===== src/rtl/cpu_stack_pkg.sv =====
// Shared definitions for the hardware-stack PC save/restore logic:
// sequencer states, default stack page and the byte order of push/pull frames.
package cpu_stack_pkg;

    typedef enum logic [2:0] {
        ST_IDLE,
        ST_PUSH_HI,
        ST_PUSH_LO,
        ST_PUSH_P,
        ST_PULL_P,
        ST_PULL_LO,
        ST_PULL_HI,
        ST_FINISH
    } stack_seq_state_t;

    typedef enum logic [1:0] {
        BSEL_PCH,
        BSEL_PCL,
        BSEL_P
    } byte_sel_t;

    localparam logic [7:0] STACK_PAGE_DEFAULT = 8'h01;

    // Push writes PC high first so that a pull (reverse order) restores it last.
    localparam byte_sel_t PUSH_BYTE0 = BSEL_PCH;
    localparam byte_sel_t PUSH_BYTE1 = BSEL_PCL;
    localparam byte_sel_t PUSH_BYTE2 = BSEL_P;
    localparam byte_sel_t PULL_BYTE0 = BSEL_P;
    localparam byte_sel_t PULL_BYTE1 = BSEL_PCL;
    localparam byte_sel_t PULL_BYTE2 = BSEL_PCH;

    function automatic byte_sel_t state_byte(input stack_seq_state_t s);
        case (s)
            ST_PUSH_HI: return PUSH_BYTE0;
            ST_PUSH_LO: return PUSH_BYTE1;
            ST_PUSH_P:  return PUSH_BYTE2;
            ST_PULL_P:  return PULL_BYTE0;
            ST_PULL_LO: return PULL_BYTE1;
            ST_PULL_HI: return PULL_BYTE2;
            default:    return BSEL_PCH;
        endcase
    endfunction

endpackage


===== src/rtl/stack_pointer_step.sv =====
// 8-bit stack pointer step by one, wrapping in both directions.
module stack_pointer_step (
    input  logic       dec,
    input  logic [7:0] sp,
    output logic [7:0] sp_next
);

    always_comb begin
        if (dec)
            sp_next = sp - 8'd1;
        else
            sp_next = sp + 8'd1;
    end

endmodule


===== src/rtl/stack_pc_sequencer.sv =====
// Multi-cycle sequencer pushing PC (and optionally P) to the stack page and
// pulling it back, with optional +1 correction of the restored PC.
module stack_pc_sequencer
    import cpu_stack_pkg::*;
#(
    parameter logic [7:0] STACK_PAGE = STACK_PAGE_DEFAULT
) (
    input  logic       clk,
    input  logic       rst,
    input  logic       start_push,
    input  logic       start_pull,
    input  logic       with_status,
    input  logic       pull_inc_pc,
    input  logic [7:0] pc_lowbyte_in,
    input  logic [7:0] pc_highbyte_in,
    input  logic [7:0] status_in,
    input  logic [7:0] sp_in,
    input  logic       mem_ready,
    input  logic [7:0] mem_rdata,
    output logic [7:0] mem_addr_low,
    output logic [7:0] mem_addr_high,
    output logic [7:0] mem_wdata,
    output logic       mem_write,
    output logic       mem_read,
    output logic [7:0] pc_lowbyte_out,
    output logic [7:0] pc_highbyte_out,
    output logic [7:0] status_out,
    output logic [7:0] sp_out,
    output logic       pc_load,
    output logic       status_load,
    output logic       busy,
    output logic       done
);

    stack_seq_state_t state, next_state;

    logic       with_status_q;
    logic       inc_q;
    logic       is_pull_q;
    logic       phase_q;       // pull: 0 = SP pre-increment cycle, 1 = read cycle
    logic [7:0] pcl_lat, pch_lat, p_lat;
    logic [7:0] sp_q;
    logic [7:0] wdata_q;
    logic [7:0] lo_cap;
    logic [7:0] pcl_q, pch_q, status_q;
    logic [7:0] sp_step;
    logic [7:0] next_wbyte;
    logic       sp_dec;

    stack_pointer_step u_sp_step (
        .dec     (sp_dec),
        .sp      (sp_q),
        .sp_next (sp_step)
    );

    always_ff @(posedge clk) begin
        if (rst)
            state <= ST_IDLE;
        else
            state <= next_state;
    end

    always_comb begin
        next_state  = state;
        mem_write   = 1'b0;
        mem_read    = 1'b0;
        done        = 1'b0;
        pc_load     = 1'b0;
        status_load = 1'b0;
        sp_dec      = 1'b0;
        case (state)
            ST_IDLE: begin
                if (start_push)
                    next_state = ST_PUSH_HI;
                else if (start_pull)
                    next_state = with_status ? ST_PULL_P : ST_PULL_LO;
            end
            ST_PUSH_HI: begin
                mem_write = 1'b1;
                sp_dec    = 1'b1;
                if (mem_ready) next_state = ST_PUSH_LO;
            end
            ST_PUSH_LO: begin
                mem_write = 1'b1;
                sp_dec    = 1'b1;
                if (mem_ready) next_state = with_status_q ? ST_PUSH_P : ST_FINISH;
            end
            ST_PUSH_P: begin
                mem_write = 1'b1;
                sp_dec    = 1'b1;
                if (mem_ready) next_state = ST_FINISH;
            end
            ST_PULL_P: begin
                mem_read = phase_q;
                if (phase_q && mem_ready) next_state = ST_PULL_LO;
            end
            ST_PULL_LO: begin
                mem_read = phase_q;
                if (phase_q && mem_ready) next_state = ST_PULL_HI;
            end
            ST_PULL_HI: begin
                mem_read = phase_q;
                if (phase_q && mem_ready) next_state = ST_FINISH;
            end
            ST_FINISH: begin
                done        = 1'b1;
                pc_load     = is_pull_q;
                status_load = is_pull_q && with_status_q;
                next_state  = ST_IDLE;
            end
            default: next_state = ST_IDLE;
        endcase
    end

    always_comb begin
        next_wbyte = pch_lat;
        case (state_byte(next_state))
            BSEL_PCL: next_wbyte = pcl_lat;
            BSEL_P:   next_wbyte = p_lat;
            default:  next_wbyte = pch_lat;
        endcase
    end

    always_ff @(posedge clk) begin
        if (rst) begin
            with_status_q <= 1'b0;
            inc_q         <= 1'b0;
            is_pull_q     <= 1'b0;
            phase_q       <= 1'b0;
            pcl_lat       <= '0;
            pch_lat       <= '0;
            p_lat         <= '0;
            sp_q          <= '0;
            wdata_q       <= '0;
            lo_cap        <= '0;
            pcl_q         <= '0;
            pch_q         <= '0;
            status_q      <= '0;
        end else begin
            case (state)
                ST_IDLE: begin
                    if (start_push || start_pull) begin
                        with_status_q <= with_status;
                        inc_q         <= pull_inc_pc;
                        is_pull_q     <= !start_push;
                        phase_q       <= 1'b0;
                        pcl_lat       <= pc_lowbyte_in;
                        pch_lat       <= pc_highbyte_in;
                        p_lat         <= status_in;
                        sp_q          <= sp_in;
                        if (start_push) wdata_q <= pc_highbyte_in;
                    end
                end
                ST_PUSH_HI, ST_PUSH_LO, ST_PUSH_P: begin
                    if (mem_ready) begin
                        sp_q <= sp_step;
                        if (next_state != ST_FINISH) wdata_q <= next_wbyte;
                    end
                end
                ST_PULL_P, ST_PULL_LO, ST_PULL_HI: begin
                    if (!phase_q) begin
                        sp_q    <= sp_step;
                        phase_q <= 1'b1;
                    end else if (mem_ready) begin
                        phase_q <= 1'b0;
                        case (state_byte(state))
                            BSEL_P:   status_q <= mem_rdata;
                            BSEL_PCL: lo_cap   <= mem_rdata;
                            default:  {pch_q, pcl_q} <= {mem_rdata, lo_cap} + {15'd0, inc_q};
                        endcase
                    end
                end
                default: ;
            endcase
        end
    end

    assign mem_addr_low    = sp_q;
    assign mem_addr_high   = STACK_PAGE;
    assign mem_wdata       = wdata_q;
    assign pc_lowbyte_out  = pcl_q;
    assign pc_highbyte_out = pch_q;
    assign status_out      = status_q;
    assign sp_out          = sp_q;
    assign busy            = (state != ST_IDLE);

endmodule


===== config.mk =====
export PLATFORM = sky130hd
export DESIGN_NAME = stack_pc_sequencer
export DESIGN_NICKNAME = d
export VERILOG_FILES = /design/src/rtl/cpu_stack_pkg.sv /design/src/rtl/stack_pointer_step.sv /design/src/rtl/stack_pc_sequencer.sv
export SDC_FILE = /design/constraint.sdc
export NUM_CORES = 1
export LEC_CHECK = 0
export BUFFER_PORTS_ARGS = -buffer_cell sky130_fd_sc_hd__buf_2
export CAP_MARGIN = 20
export CELL_PAD_IN_SITES_DETAIL_PLACEMENT = 1
export CELL_PAD_IN_SITES_GLOBAL_PLACEMENT = 2
export CORE_ASPECT_RATIO = 0.9
export CORE_MARGIN = 1
export CORE_UTILIZATION = 27
export CTS_CLUSTER_SIZE = 40
export DETAILED_ROUTE_END_ITERATION = 10
export PLACE_DENSITY = 0.79
export SYNTH_ARGS = -nofsm -noshare
export SYNTH_HDL_FRONTEND = slang
export SYNTH_SLANG_ARGS = --single-unit
export TNS_END_PERCENT = 1

===== constraint.sdc =====
create_clock -name clk -period 2.56 [get_ports clk]
set_clock_uncertainty 0.15 [all_clocks]
set_input_delay 0.128 -clock clk [delete_from_list [all_inputs] [get_ports clk]]
set_output_delay 0.128 -clock clk [all_outputs]
set_load 0.01 [all_outputs]

# Yosys cells after proc, flatten, opt, wreduce, memory -nomap -nowiden
# Cells that the tools add are included.
# totals
elab_cells	99
reg_bits	79
# op_classes
eq_ne	21
addsub	3
reduce_logical	23
n_mux	37
bitwise	1
# ops
operator	count
$mux 8	8
$pmux 8 s2	2
$mux 3	9
$pmux 3 s8	1
$pmux 8 s3	1
$eq 3x3->1 const B	6
$add 16x1->16	1
$reduce_and 4->1	4
$eq 3x2->1 const B	4
$reduce_or 2->1	5
$mux 1	9
$add 8x1->8 const B	1
$mux 2	4
$pmux 2 s2	2
$sub 8x1->8 const B	1
$ne 2x2->1 const B	3
$reduce_bool 3->1	2
$reduce_or 3->1	2
$reduce_and 5->1	1
$eq 2x1->1 const B	2
$eq 2x2->1 const B	2
$ne 2x1->1 const B	2
$reduce_and 2->1	2
$reduce_bool 2->1	2
8 further kinds	9

# Depth between registers and ports, before layout
# depth
word_depth	12
ltp_mapped	12

# By module
# Synthesis repeated with hierarchy kept, for this count alone.
# unflattened
hier_cells	545
area_unflattened_um2	4589.4
# by_module_without_submodules
module	cells_each	seq_area_each_um2	instances	area_each_um2
stack_pc_sequencer	505	1581.5	1	4291.6
stack_pointer_step	40	0.0	1	297.8

# Worst setup path before layout
# OpenSTA, ideal clock, no wires.
# synth_path
path_type	register -> register
start	register state[0]
end	register wdata_q[3], in the netlist mem_wdata[3]
arrival_time_ps	2455
path_stages_with_launch	13
required_ps	2324
path_slack_ps	-130
period_less_slack_ps	2690
cell_sequence	dfxtp_1 buf_2 inv_1 a221oi_1 nor2_1 nor2_2 mux2i_1 ha_1 clkbuf_1 nor2b_1 nor3_1 a21oi_1 a211oi_1
# synth_via
elab_chain_cells	11
# synth_lines
element	line_no	text
start, declared	stack_pc_sequencer.sv:35	stack_seq_state_t state, next_state;
start signal, assigned	stack_pc_sequencer.sv:60	state <= next_state;
$mux 3	stack_pc_sequencer.sv:75	else if (start_pull)
$mux 3	stack_pc_sequencer.sv:73	if (start_push)
$pmux 3 s8	stack_pc_sequencer.sv:71	case (state)
$eq 3x3->1 or $eq 3x2->1 (tied branches)	cpu_stack_pkg.sv:33	case (s)
$reduce_or 2->1 (no source line)	--	
$pmux 2 s2	cpu_stack_pkg.sv:33	
$eq 2x2->1 or $eq 2x1->1 (tied branches)	stack_pc_sequencer.sv:117	case (state_byte(next_state))
$pmux 8 s2	stack_pc_sequencer.sv:117	
$mux 8	stack_pc_sequencer.sv:157	if (next_state != ST_FINISH) wdata_q <= next_wbyte;
$mux 8	stack_pc_sequencer.sv:155	if (mem_ready) begin
$pmux 8 s2	stack_pc_sequencer.sv:140	case (state)
end signal, assigned	stack_pc_sequencer.sv:151	if (start_push) wdata_q <= pc_highbyte_in;
end signal, assigned	stack_pc_sequencer.sv:157	
end, declared	stack_pc_sequencer.sv:43	logic [7:0] wdata_q;
# Several ways; a longest one is shown, not always the timed one. The select of a mux whose other input is x is not followed.
# A chain may end at the register's enable or synchronous reset.

# Final worst setup path
# layout_path
start	register state[0]
end	register wdata_q[5], in the netlist mem_wdata[5]
# The elaborated chain is that of the path after synthesis.

==> results.ini <==
[outcome]
status=finished clean

[detailed_routing]
initialDrtViolationCount=141
wl_mm=12.36
post_drt_wl_per_cell_um=14.66
viasPerCell=4.712
drc_errors=0
dr.pass1.iters=4
antenna_left=0
vias=3972

[final_layout]
fin_area_um2=5695
fin_nets=705
drive_gt1_frac=0.2831
antenna-diode-count=0
areaGrowthSynthToFinish_pct=43.37
final_util=0.4008

[synthesis]
synth_fa_ha_area_frac=0.04283
yosysTopAreaCell=dfxtp_1
yosys_warnings=0
syn_inst=497
synthDominantCellAreaShare=0.3981
synthXorXnorAreaFrac=0.04630
synth_area_um2=3973
synthTopCellsByArea=dfxtp_1 (40%), a21oi_1 (9.2%), nand2_1 (8.4%)
synth.area.mux_share=0.02268
synth-compound-area-share=0.2006
synth_cell_type_count=44
ys_seq_area_frac=0.3981
ys_seq_elements=79
synth_top_family_by_area=simple AND/OR/NAND/NOR gates
yosys.area_share.simple=0.2180
syn_area_per_cell_um2=7.993

[timing]
clock.fmax_mhz=394.2
post-route-period-util=0.9910
finalSetupViolations=0
min_period_ns=2.537
relSlewSlack=0.6363
hold_viol_final=0
grt_setup_unrepaired=yes
slew_violations=0
worst_slew_pin_slew_ns=0.5455

[grt]
met3_usage=0.03636
met1_usage=0.2065
antenna_found_initial=0
grt_pass1_vias=4042
grt_max_degree=37
grt_usage=0.1732
grt_pass1_wl_mm=20.21
use_met2=0.3123
top_usage_layer=met2
grt-ovfl-total=0

[setup_path]
cp-start-kind=flip-flop
required_ns=2.62
cp-end-kind=flip-flop
criticalPathCategory=flip-flop to flip-flop
path_max_fanout=8
crit_arrival_ns=2.60
reg2reg_slack_ns=0.02

[floorplan]
floorplan.rows=41
core_um2=14210
io_pins=109
die-area_um2=15200
die_w_um=129.9
die_h_um=117.1
start_util=0.2796

[power]
p_leak_uw=0.002411
pwr-share-clk=0.332
power_density_nw_per_um2=775.3
switchingPower_uw=1429
pwr-share-comb=0.338
ir_drop_mv=0.3644
p_int_uw=2987
seqPwrFrac=0.330
switching_share=0.3237

[clocking]
clk_latency_ns=0.34
clock_sinks=79
clk_pin_slew_ns=0.06
cts.path.max_buffers=2
htree_num_levels=3
cts_tree=built
cts_buffers=9
cts-root-buf=clkbuf_16

[placement]
io_buffers=100
place.gp.congestion=0.8228
dp_hpwl_mm=8.300
place_area_um2=4705

[job]
cap_violations=0

[worst_hold_path]
hold_path.class=primary input to flip-flop

## final timing paths
check,start,to,depth (start not counted)
hold reg to reg,status_out[4]$_SDFFE_PP0P_,status_out[4]$_SDFFE_PP0P_,2
setup reg to reg,state[0]$_SDFF_PP0_,mem_wdata[5]$_SDFFE_PP0P_,14
setup / recovery,state[0]$_SDFF_PP0_,mem_wdata[5]$_SDFFE_PP0P_,14
hold / removal,sp_in[2],mem_addr_low[2]$_SDFFE_PP0P_,5
## through the flow
stage,TNS (ns),hold slack [ns],std cells,power (uW),setup slack [ns]
floorplan,0,0.07461,503,2355,0.006400
global placement,0,0.2234,777,2661,0.006167
detailed placement,-1.431,0.2256,777,2702,-0.2572
CTS,0,0.02659,843,4415,0.01744
global route,-1.205,0.07544,843,4688,-0.1788
finish,0,0.03790,843,4416,0.02304
## critical path, cell delays in order (launching register included)
cell and delay (ns):
dfxtp_4 0.37, buf_4 0.15, nor3_4 0.20, o21ai_2 0.09
a21oi_2 0.12, nor2_2 0.07, buf_4 0.14, buf_6 0.12
mux2i_2 0.15, ha_2 0.18, buf_6 0.14, a221oi_2 0.28
nor3_2 0.07, a21oi_1 0.13, a211oi_1 0.08
## registers in the layout, indices dropped and copies added, names as in the netlist
register         cells
lo_cap               8
mem_addr_low         8
mem_wdata            8
p_lat                8
pc_highbyte_out      8
pc_lowbyte_out       8
pch_lat              8
pcl_lat              8
status_out           8
state                3
inc_q                1
is_pull_q            1
phase_q              1
with_status_q        1
## cell families (layout without fill, tap and decap cells)
| logic type | count (synthesis) | count (layout) |
|---|---|---|
| AO/OA/AOI/OAI | 135 | 135 |
| XOR/XNOR | 21 | 21 |
| adder cells (fa/ha/maj) | 13 | 13 |
| buffers and inverters | 52 | 199 |
| flip-flops | 79 | 79 |
| multiplexers | 9 | 9 |
| other | 2 | 8 |
| AND/OR/NAND/NOR | 186 | 186 |
## Yosys cell counts (all sizes together)
cell / count
nand2: 89
dfxtp: 79
a21oi: 74
buf: 28
nor2: 26
nand3: 23
o21ai: 22
clkbuf: 17
a211oi: 16
xor2: 15
nor2b: 13
ha: 12
a221oi: 10
mux2i: 9
nor3: 9
inv: 7
and2: 6
xnor2: 6
and3: 5
nand4: 4
a31oi: 3
a21o: 2
a41oi: 2
and3b: 2
and4: 2
conb: 2
nand2b: 2
nor3b: 2
o21bai: 2
o22ai: 2
a21boi: 1
a32o: 1
fa: 1
nor4: 1
or2: 1
or4: 1
## final cells by class
class	count	area [um2]
inverters	7	26.28
fillers	1738	8514
clock inverters	4	76.32
flip-flops and latches	79	1590
clock buffers	12	266.5
well taps	193	241.5
repair buffers	176	1216
multi-input cells	372	2278
## repair_timing
action | in CTS | in global routing
setup buffers | 7 | 0
hold endpoints to repair | 59 | 0
hold buffers | 43 | 0
pin swaps | 9 | 9
endpoints found under the setup margin | 8 | 9
gates resized for setup | 27 | 14
## power groups by stage
stage	sequential, uW	combinational, uW	clock [uW]
6_report	1460	1490	1470
2_1_floorplan	1480	877	0
3_3_place_gp	1470	1190	0
4_1_cts	1460	1450	1510
3_5_place_dp	1480	1220	0
5_1_grt	1480	1660	1550
## cells in the final DEF, fill, tap and decap left out, types with 5 or more instances in the layout
cell type | synthesis | final
o21ai_0 | 18 | 17
nor3_1 | 8 | 7
mux2i_1 | 9 | 6
nand3_1 | 23 | 23
clkbuf_16 | 0 | 9
and2_1 | 6 | 5
a211oi_1 | 16 | 15
a21oi_1 | 73 | 70
dfxtp_1 | 79 | 76
a221oi_2 | 0 | 5
buf_4 | 17 | 26
buf_2 | 8 | 101
nor2b_1 | 13 | 12
ha_1 | 12 | 10
conb_1 | 2 | 8
xnor2_1 | 6 | 6
dlygate4sd3_1 | 0 | 43
and3_1 | 5 | 5
inv_1 | 7 | 6
nor2_1 | 24 | 22
nand2_1 | 89 | 88
xor2_1 | 15 | 15
## routing by layer
metal  share of wire  wire [um]
met1            0.45       5571
met2            0.50       6217
met3           0.031        387
met4           0.015        183
met5               0          0
Note: power is estimated with default switching activity, not from simulation.
